--- src/rtl/fgs_pkg.sv ---
// fgs_pkg: shared types and defaults for the template-window scan controller.
// Optional feature macro used by the controller: FGS_STALL_EN (adds mem_ready back-pressure).
package fgs_pkg;

    // Controller states: idle, per-row bubble, read issue, pipeline drain.
    typedef enum logic [1:0] {
        IDLE  = 2'd0,
        LINE  = 2'd1,
        ISSUE = 2'd2,
        DRAIN = 2'd3
    } state_t;

    // Default geometry of the stereo sum datapath.
    localparam int WIN_DEF    = 16;
    localparam int NDISP_DEF  = 64;
    localparam int IMG_W_DEF  = 320;
    localparam int AW_DEF     = 17;
    localparam int RD_LAT_DEF = 2;

    // Fixed widths of the read-side index outputs.
    localparam int COL_W = 7;
    localparam int ROW_W = 4;

    // Issue-side strobes that travel through the read-latency delay line.
    typedef struct packed {
        logic             row_start;
        logic             pix_valid;
        logic             f_acc;
        logic [COL_W-1:0] col_idx;
        logic [ROW_W-1:0] row_idx;
    } strobe_t;

    // Number of g columns visited per row: the window plus the disparity sweep.
    function automatic int col_count(input int win, input int ndisp);
        return win + ndisp - 1;
    endfunction

endpackage

--- src/rtl/fgs_strobe_delay.sv ---
// fgs_strobe_delay: RD_LAT-deep shift register that re-times issue-side strobes
// so they line up with data returned by the image memories.
module fgs_strobe_delay
    import fgs_pkg::*;
#(
    parameter int RD_LAT = RD_LAT_DEF
) (
    input  logic    clk,
    input  logic    rst,
    input  strobe_t din,
    output strobe_t dout,
    output logic    pending
);

    strobe_t          stage_q [RD_LAT];
    logic [RD_LAT-1:0] stage_valid;

    // Shift every cycle; a cleared stage is a bubble.
    always_ff @(posedge clk) begin
        if (rst) begin
            for (int i = 0; i < RD_LAT; i++) begin
                stage_q[i] <= '0;
            end
        end else begin
            stage_q[0] <= din;
            for (int i = 1; i < RD_LAT; i++) begin
                stage_q[i] <= stage_q[i-1];
            end
        end
    end

    // Any valid pixel still in flight keeps the controller in DRAIN.
    generate
        for (genvar gi = 0; gi < RD_LAT; gi++) begin : g_valid
            assign stage_valid[gi] = stage_q[gi].pix_valid;
        end
    endgenerate

    assign pending = |stage_valid;
    assign dout    = stage_q[RD_LAT-1];

endmodule

--- src/rtl/fgs_scan_ctrl.sv ---
// fgs_scan_ctrl: start/done sequencer for the 16x16 template-window sum datapath.
// Walks the window row by row, issuing f and g pixel reads across the disparity
// sweep, and emits read-aligned accumulate strobes.
// Optional feature macro: FGS_STALL_EN adds mem_ready, which gates reads in ISSUE.
module fgs_scan_ctrl
    import fgs_pkg::*;
#(
    parameter int WIN    = WIN_DEF,
    parameter int NDISP  = NDISP_DEF,
    parameter int IMG_W  = IMG_W_DEF,
    parameter int AW     = AW_DEF,
    parameter int RD_LAT = RD_LAT_DEF
) (
    input  logic             clk,
    input  logic             rst,
    input  logic             start,
    input  logic [AW-1:0]    x0,
    input  logic [AW-1:0]    y0,
`ifdef FGS_STALL_EN
    input  logic             mem_ready,
`endif
    output logic             busy,
    output logic             done,
    output logic             f_rd_en,
    output logic [AW-1:0]    f_addr,
    output logic             g_rd_en,
    output logic [AW-1:0]    g_addr,
    output logic             row_start,
    output logic             pix_valid,
    output logic             f_acc,
    output logic [COL_W-1:0] col_idx,
    output logic [ROW_W-1:0] row_idx
);

    localparam int               COLS     = col_count(WIN, NDISP);
    localparam logic [COL_W-1:0] COL_LAST = COL_W'(COLS - 1);
    localparam logic [COL_W-1:0] F_COLS   = COL_W'(WIN);
    localparam logic [ROW_W-1:0] ROW_LAST = ROW_W'(WIN - 1);
    localparam logic [AW-1:0]    PITCH    = AW'(IMG_W);

    state_t           state_q, state_d;
    logic [AW-1:0]    y_off_q, y_off_d;
    logic [AW-1:0]    x0_q, x0_d;
    logic [AW-1:0]    row_base_q, row_base_d;
    logic [COL_W-1:0] col_q, col_d;
    logic [ROW_W-1:0] row_q, row_d;

    logic             issue_ok;
    logic             pipe_pending;
    logic [AW-1:0]    cur_addr;
    strobe_t          issue_s;
    strobe_t          read_s;

`ifdef FGS_STALL_EN
    assign issue_ok = mem_ready;
`else
    assign issue_ok = 1'b1;
`endif

    // Controller state, registered row offset multiply and scan counters.
    always_ff @(posedge clk) begin
        if (rst) begin
            state_q    <= IDLE;
            y_off_q    <= '0;
            x0_q       <= '0;
            row_base_q <= '0;
            col_q      <= '0;
            row_q      <= '0;
        end else begin
            state_q    <= state_d;
            y_off_q    <= y_off_d;
            x0_q       <= x0_d;
            row_base_q <= row_base_d;
            col_q      <= col_d;
            row_q      <= row_d;
        end
    end

    // Next-state logic and issue-side strobes; only row 0 uses the multiply,
    // later rows step the base by one image line.
    always_comb begin
        state_d    = state_q;
        y_off_d    = y_off_q;
        x0_d       = x0_q;
        row_base_d = row_base_q;
        col_d      = col_q;
        row_d      = row_q;
        f_rd_en    = 1'b0;
        g_rd_en    = 1'b0;
        done       = 1'b0;
        issue_s    = '0;

        case (state_q)
            IDLE: begin
                if (start) begin
                    y_off_d = y0 * PITCH;
                    x0_d    = x0;
                    row_d   = '0;
                    state_d = LINE;
                end
            end

            LINE: begin
                if (row_q == '0) begin
                    row_base_d = y_off_q + x0_q;
                end else begin
                    row_base_d = row_base_q + PITCH;
                end
                col_d   = '0;
                state_d = ISSUE;
            end

            ISSUE: begin
                if (issue_ok) begin
                    g_rd_en           = 1'b1;
                    f_rd_en           = (col_q < F_COLS);
                    issue_s.row_start = (col_q == '0);
                    issue_s.pix_valid = 1'b1;
                    issue_s.f_acc     = (col_q < F_COLS);
                    issue_s.col_idx   = col_q;
                    issue_s.row_idx   = row_q;
                    if (col_q == COL_LAST) begin
                        if (row_q == ROW_LAST) begin
                            state_d = DRAIN;
                        end else begin
                            row_d   = row_q + ROW_W'(1);
                            state_d = LINE;
                        end
                    end else begin
                        col_d = col_q + COL_W'(1);
                    end
                end
            end

            DRAIN: begin
                if (!pipe_pending) begin
                    done    = 1'b1;
                    state_d = IDLE;
                end
            end

            default: begin
                state_d = IDLE;
            end
        endcase
    end

    // Addresses are held through stalls and forced to zero outside ISSUE.
    assign cur_addr = row_base_q + AW'(col_q);
    assign g_addr   = (state_q == ISSUE) ? cur_addr : '0;
    assign f_addr   = ((state_q == ISSUE) && (col_q < F_COLS)) ? cur_addr : '0;
    assign busy     = (state_q != IDLE);

    fgs_strobe_delay #(
        .RD_LAT (RD_LAT)
    ) u_strobe_delay (
        .clk     (clk),
        .rst     (rst),
        .din     (issue_s),
        .dout    (read_s),
        .pending (pipe_pending)
    );

    assign row_start = read_s.row_start;
    assign pix_valid = read_s.pix_valid;
    assign f_acc     = read_s.f_acc;
    assign col_idx   = read_s.col_idx;
    assign row_idx   = read_s.row_idx;

endmodule

--- config.mk ---
export PLATFORM = sky130hd
export DESIGN_NAME = fgs_scan_ctrl
export DESIGN_NICKNAME = d
export VERILOG_FILES = /design/src/rtl/fgs_pkg.sv /design/src/rtl/fgs_strobe_delay.sv /design/src/rtl/fgs_scan_ctrl.sv
export SDC_FILE = /design/constraint.sdc
export NUM_CORES = 1
export LEC_CHECK = 0
export CAP_MARGIN = 20
export CORE_MARGIN = 2
export CORE_UTILIZATION = 50
export DETAILED_ROUTE_END_ITERATION = 10
export PLACE_DENSITY_LB_ADDON = 0.1
export SLEW_MARGIN = 5
export SYNTH_ARGS = -nofsm -noshare
export SYNTH_HDL_FRONTEND = slang
export SYNTH_HIERARCHICAL = 1
export SYNTH_SLANG_ARGS = --single-unit
export TNS_END_PERCENT = 20
--- constraint.sdc ---
create_clock -name clk -period 4.66 [get_ports clk]
set_input_delay 0.932 -clock clk [delete_from_list [all_inputs] [get_ports clk]]
set_output_delay 0.932 -clock clk [all_outputs]
set_load 0.01 [all_outputs]
# Yosys cells after proc, flatten, opt, wreduce, memory -nomap -nowiden
# Memories as Yosys holds them, arrays and structs flattened.
# Cells that the tools add are included.
totals:
  reg_bits: 58
  mem_bits_rw: 28
  in_bits: 37
  memories: 1
mem_list:
  columns: ["memory", "depth", "width", "rd", "rd_clocked_by_memory_dff", "write_ports", "line_no", "rtl"]
  rows:
  - ["u_strobe_delay.stage_q", 2, 14, 2, 0, 2, "fgs_strobe_delay.sv:15", "strobe_t stage_q [RD_LAT];"]
op_classes:
  addsub: 5
  mul: 1
  n_lt_le_gt_ge: 1
  n_eq_ne: 10
  mux: 24
  bitwise_logic: 2
  reduce_logical: 12
ops:
  columns: ["cell", "count"]
  rows:
  - ["2-to-1 mux 17 bit", 3]
  - ["2-to-1 mux 14 bit", 3]
  - ["adder 17 bit", 1]
  - ["adder 17 x 7 -> 17 bit", 1]
  - ["adder 17 x 9 -> 17 bit (second input constant)", 1]
  - ["multiplier 17 x 3 -> 11 bit (second input constant)", 1]
  - ["one-hot mux 7 bit (2 select lines)", 1]
  - ["2-to-1 mux 4 bit", 3]
  - ["!= test 2 bit (second input constant)", 5]
  - ["2-to-1 mux 2 bit", 4]
  - ["one-hot mux 2 bit (4 select lines)", 1]
  - ["one-hot mux 4 bit (2 select lines)", 1]
  - ["adder 7 x 1 -> 7 bit (second input constant)", 1]
  - ["== test 7 bit (second input constant)", 1]
  - ["zero test 7 bit", 1]
  - ["< comparator 7 x 5 -> 1 bit (second input constant)", 1]
  - ["2-to-1 mux 1 bit", 7]
  - ["2-to-1 mux 7 bit", 1]
  - ["nonzero test 2 bit", 3]
  - ["adder 4 x 1 -> 4 bit (second input constant)", 1]
  - ["== test 2 bit (second input constant)", 2]
  - ["== test 4 bit (second input constant)", 1]
  - ["zero test 4 bit", 1]
  - ["AND reduction 2 bit", 2]
  - ["7 further kinds", 8]

# Longest topological paths before layout
# Gate-level depths: netlist of the first run.
logic_depth:
  depth_word: 4
  depth_mapped: 8

# By module
# Netlist of the first run, hierarchy kept.
modules_own_cells:
  columns: ["module", "n_inst", "cells_per_inst", "area_each_um2", "seq_area_each_um2"]
  rows:
  - ["fgs_scan_ctrl", 1, 584, 4357.9, 1161.1]
  - ["fgs_strobe_delay", 1, 73, 889.6, 560.5]

# Least setup slack after synthesis of the first run
# OpenSTA, ideal clock, no wires.
synth_path:
  path_kind: "register to output"
  from: "register col_q[0]"
  to: "output f_addr[16]"
  arrival_ns: 2.079
  required_time_ns: 3.728
  slack_ns: 1.649
  stages_incl_launch_ff: 9
  cell_sequence: "dfxtp_1 -> ha_1 -> inv_1 -> fa_1 -> nor2b_1 -> o31ai_2 -> a2111oi_0 -> xnor2_1 -> nor2_1"
synth_via:
  elab_chain_cells: 3
synth_rtl:
  columns: ["item", "line_no", "rtl"]
  rows:
  - ["from (decl)", "fgs_scan_ctrl.sv:45", "logic [COL_W-1:0] col_q, col_d;"]
  - ["from (signal assigned)", "fgs_scan_ctrl.sv:74", "col_q <= col_d;"]
  - ["parallel branches: the longest is 2 deep, another holds adder 17 x 7 -> 17 bit", null, null]
  - ["2-to-1 mux 17 bit (*)", "fgs_scan_ctrl.sv:151", "assign f_addr = ((state_q == ISSUE) && (col_q < F_COLS)) ? cur_addr : '0;"]
  - ["to (decl)", "fgs_scan_ctrl.sv:25", "output logic [AW-1:0] f_addr,"]
# Every way passes the cells marked *.

# Worst setup path in the final report of the first run
layout_path:
  from: "register col_q[0]"
  to: "output f_addr[14]"
# The elaborated chain is that of the path after synthesis.

==> results of run 1 <==
==> layout make-up <==
cell class	count	area share [%]
inverter	21	1.26
clock inverter	7	1.28
clock buffer	9	1.98
tap	136	2.73
multi-input combinational	499	50.9
timing repair buffer	88	14.3
sequential	86	27.6
==> placed cells by master, fill, tap and decap left out, drive strengths merged, types with 5 or more instances in the layout <==
cell type | synthesis | final
nand2 | 94 | 94
dfxtp | 86 | 86
clkdlybuf4s50 | 0 | 81
a21oi | 58 | 58
nor2 | 50 | 50
ha | 38 | 38
nor2b | 27 | 27
o21ai | 25 | 25
inv | 21 | 24
nor3 | 19 | 19
o21a | 14 | 14
xnor2 | 14 | 14
and2 | 13 | 13
nand3 | 13 | 13
o211ai | 12 | 12
a211oi | 10 | 10
clkbuf | 29 | 9
or4 | 8 | 8
a21o | 8 | 8
a31oi | 8 | 8
and2b | 8 | 8
buf | 22 | 7
a2111oi | 6 | 6
nor4b | 6 | 6
o2111ai | 5 | 5
==> per-layer routing <==
metal / routed length [µm] / up-vias / GRT usage (%)
met5: 0 / - / 0
met4: 183 / 0 / 6.77
met3: 589 / 16 / 4.11
met2: 5560 / 136 / 35.4
met1: 5770 / 2148 / 28.7
li1: - / 2409 / -
==> where the power goes <==
| part | switching (µW) | leakage, µW | internal, µW | total, µW |
|---|---|---|---|---|
| Clock | 288 | 0.000102 | 255 | 543 |
| Sequential | 41.7 | 0.000699 | 772 | 814 |
| Combinational | 188 | 0.00155 | 150 | 338 |
==> worst max-delay path, stage by stage (launching register included) <==
cell	delay, ns
dfxtp_1	0.47
ha_1	0.22
inv_1	0.06
fa_1	0.39
nor2b_1	0.19
o31ai_2	0.13
a2111oi_0	0.59
xnor2_1	0.21
nor2_1	0.13
clkdlybuf4s50_1	0.54
==> registers in the layout (all words and copies together) (netlist names) <==
name	count
y_off_q	11
x0_q	17
row_base_q	17
col_q	7
state_q	2
row_q	4
u_strobe_delay/stage_q	28
==> worst max-delay path by stage <==
stage,to,slack (ns)
6_report,f_addr[14],0.42
5_1_grt,f_addr[14],0.09
4_1_cts,f_addr[14],0.43
3_5_place_dp,f_addr[14],0.85
3_3_place_gp,f_addr[16],1.01
2_1_floorplan,f_addr[16],1.65
==> per-stage QoR <==
| step | hold slack [ns] | instances |
|---|---|---|
| global placement | 0.416 | 829 |
| floorplan | 0.414 | 657 |
| finish | 0.441 | 846 |
| detailed placement | 0.420 | 829 |
| global route | 0.459 | 846 |
| CTS | 0.438 | 845 |
==> cells by family (layout without fill, tap and decap cells) <==
kind of cell             Yosys count  count (layout)  synth area share (%)
AND/OR/NAND/NOR                  263             263                  25.3
AO/OA/AOI/OAI                    174             174                  21.5
flip-flops                        86              86                  32.8
buffers and inverters             72             125                  6.68
adder cells (fa/ha/maj)           41              41                  10.2
XOR/XNOR                          18              18                  3.00
multiplexers                       3               3                 0.596
==> flow_summary.json, run 1 <==
{
  "fin_setup_tns_ns": 0,
  "grt_max_degree": 48,
  "synth_top_area_share_pct": 32.8,
  "ys_top_cells_by_count": "94 x nand2_1, 86 x dfxtp_1, 58 x a21oi_1, 50 x nor2_1, 38 x ha_1",
  "critPathCaptureType": "output port",
  "synthFlopType": "dfxtp_1",
  "synthTopCellsByArea": "dfxtp_1 33%, ha_1 9.1%, nand2_1 6.7%",
  "r2r_end": "row_base_q[14]",
  "tightestPinTransition_ns": 1.05,
  "hold_path_class": "register to register",
  "outcome": "finished clean",
  "post-route-util_pct": 60.7,
  "clk_latency_ns": 0.37,
  "viasPerCell": 5.57,
  "nFillCells": 940,
  "die-area_mm2": 0.0113,
  "clk_pin_slew_ns": 0.09,
  "start_kind": "register",
  "synth_cell_type_count": 62,
  "rr_worst_depth": 7,
  "cts_resized": 0,
  "synth_most_common_cell": "nand2_1",
  "post_drt_wl_per_cell_um": 14.3,
  "cts_hold_buf": 0,
  "fp.coreArea_mm2": 0.0103,
  "crit_start": "col_q[0]",
  "critPathArrivalTime_ns": 3.31,
  "numClockSinks": 86,
  "synth_edf_count": 0,
  "stdcell_area_mm2": 0.00624,
  "synth_nets": 735,
  "numCtsBuffers": 9,
  "synthCells": 657,
  "max_freq_ghz": 0.236,
  "seq_area_frac_synth_pct": 32.8,
  "min_path_cells": 1,
  "place_ws_ns": 0.850,
  "r2r_slack_ns": 1.77,
  "track_usage_pct": 21.6,
  "ant_nets": 0,
  "overflow": 0,
  "drt_wl_total_um": 12100,
  "cts_setup_buffers": 0,
  "h-tree-depth": 3,
  "slew_violations": 0,
  "numPortBuffers": 82,
  "grt_pass1_wl_um": 20000,
  "start_util_pct": 51.1,
  "setup_viol": 0,
  "crit_type": "register to output port",
  "multiInputGateArea_mm2": 0.00318,
  "vias": 4709,
  "timing.slew.headroom_pct": 29.9,
  "drtIter0Drc": 240,
  "cellPowerDensity_mw_per_mm2": 271,
  "synth_seq_cells": 86,
  "ys_warn_count": 6,
  "pin_count": 89,
  "synth_top_area_cell": "dfxtp_1",
  "die_h_um": 106,
  "min_from": "u_strobe_delay/stage_q[0][1]",
  "avgSynthCellArea_um2": 7.99,
  "required_ns": 3.73,
  "drc_errors": 0,
  "p_total_uw": 1690,
  "final_layout_size_suffix_gt1_share_pct": 5.77,
  "vdd_ir_drop_max_mv": 0.172,
  "rsz0062_at_grt": "false",
  "hold_viol": 0,
  "num_antenna_cells": 0,
  "routabilityCongestion": 0.847,
  "dp_hpwl_um": 9050,
  "ff_latch_area_mm2": 0.00172,
  "antenna_found_initial": 0,
  "async_reset_ff_share_pct": 0,
  "dr.pass1.iters": 5,
  "area_growth_pct": 19.0,
  "rr_startpoint": "row_q[0]",
  "cts_tree": "yes",
  "clk_root_buffer_cell": "clkbuf_8",
  "min_period_ns": 4.24,
  "p_leak_uw": 0.00235,
  "skew_ns": 0.00993,
  "hold_end": "u_strobe_delay/stage_q[0][15]",
  "period_share_pct": 91.1,
  "syn_area_mm2": 0.00525,
  "placed_area_mm2": 0.00601,
  "num_rows": 37,
  "fin_nets": 783,
  "clk_path_buf_depth": 2,
  "cap_violations": 0,
  "crit_fanout": 7,
  "grt_pass1_vias": 4266,
  "fp.dieW_um": 106,
  "setup_ws_ns": 0.416
}
No activity file was read; power rests on OpenSTA's default activity.
==> inputs of run 2 (changes only) <==
--- a/config.mk
+++ b/config.mk
@@ -8,6 +8,7 @@
 export CAP_MARGIN = 20
 export CORE_MARGIN = 2
 export CORE_UTILIZATION = 50
+export CTS_CLUSTER_DIAMETER = 50
 export DETAILED_ROUTE_END_ITERATION = 10
 export PLACE_DENSITY_LB_ADDON = 0.1
 export SLEW_MARGIN = 5
==> results of run 2 <==
The final DEF is identical to that of run 1; final timing and power are the same.
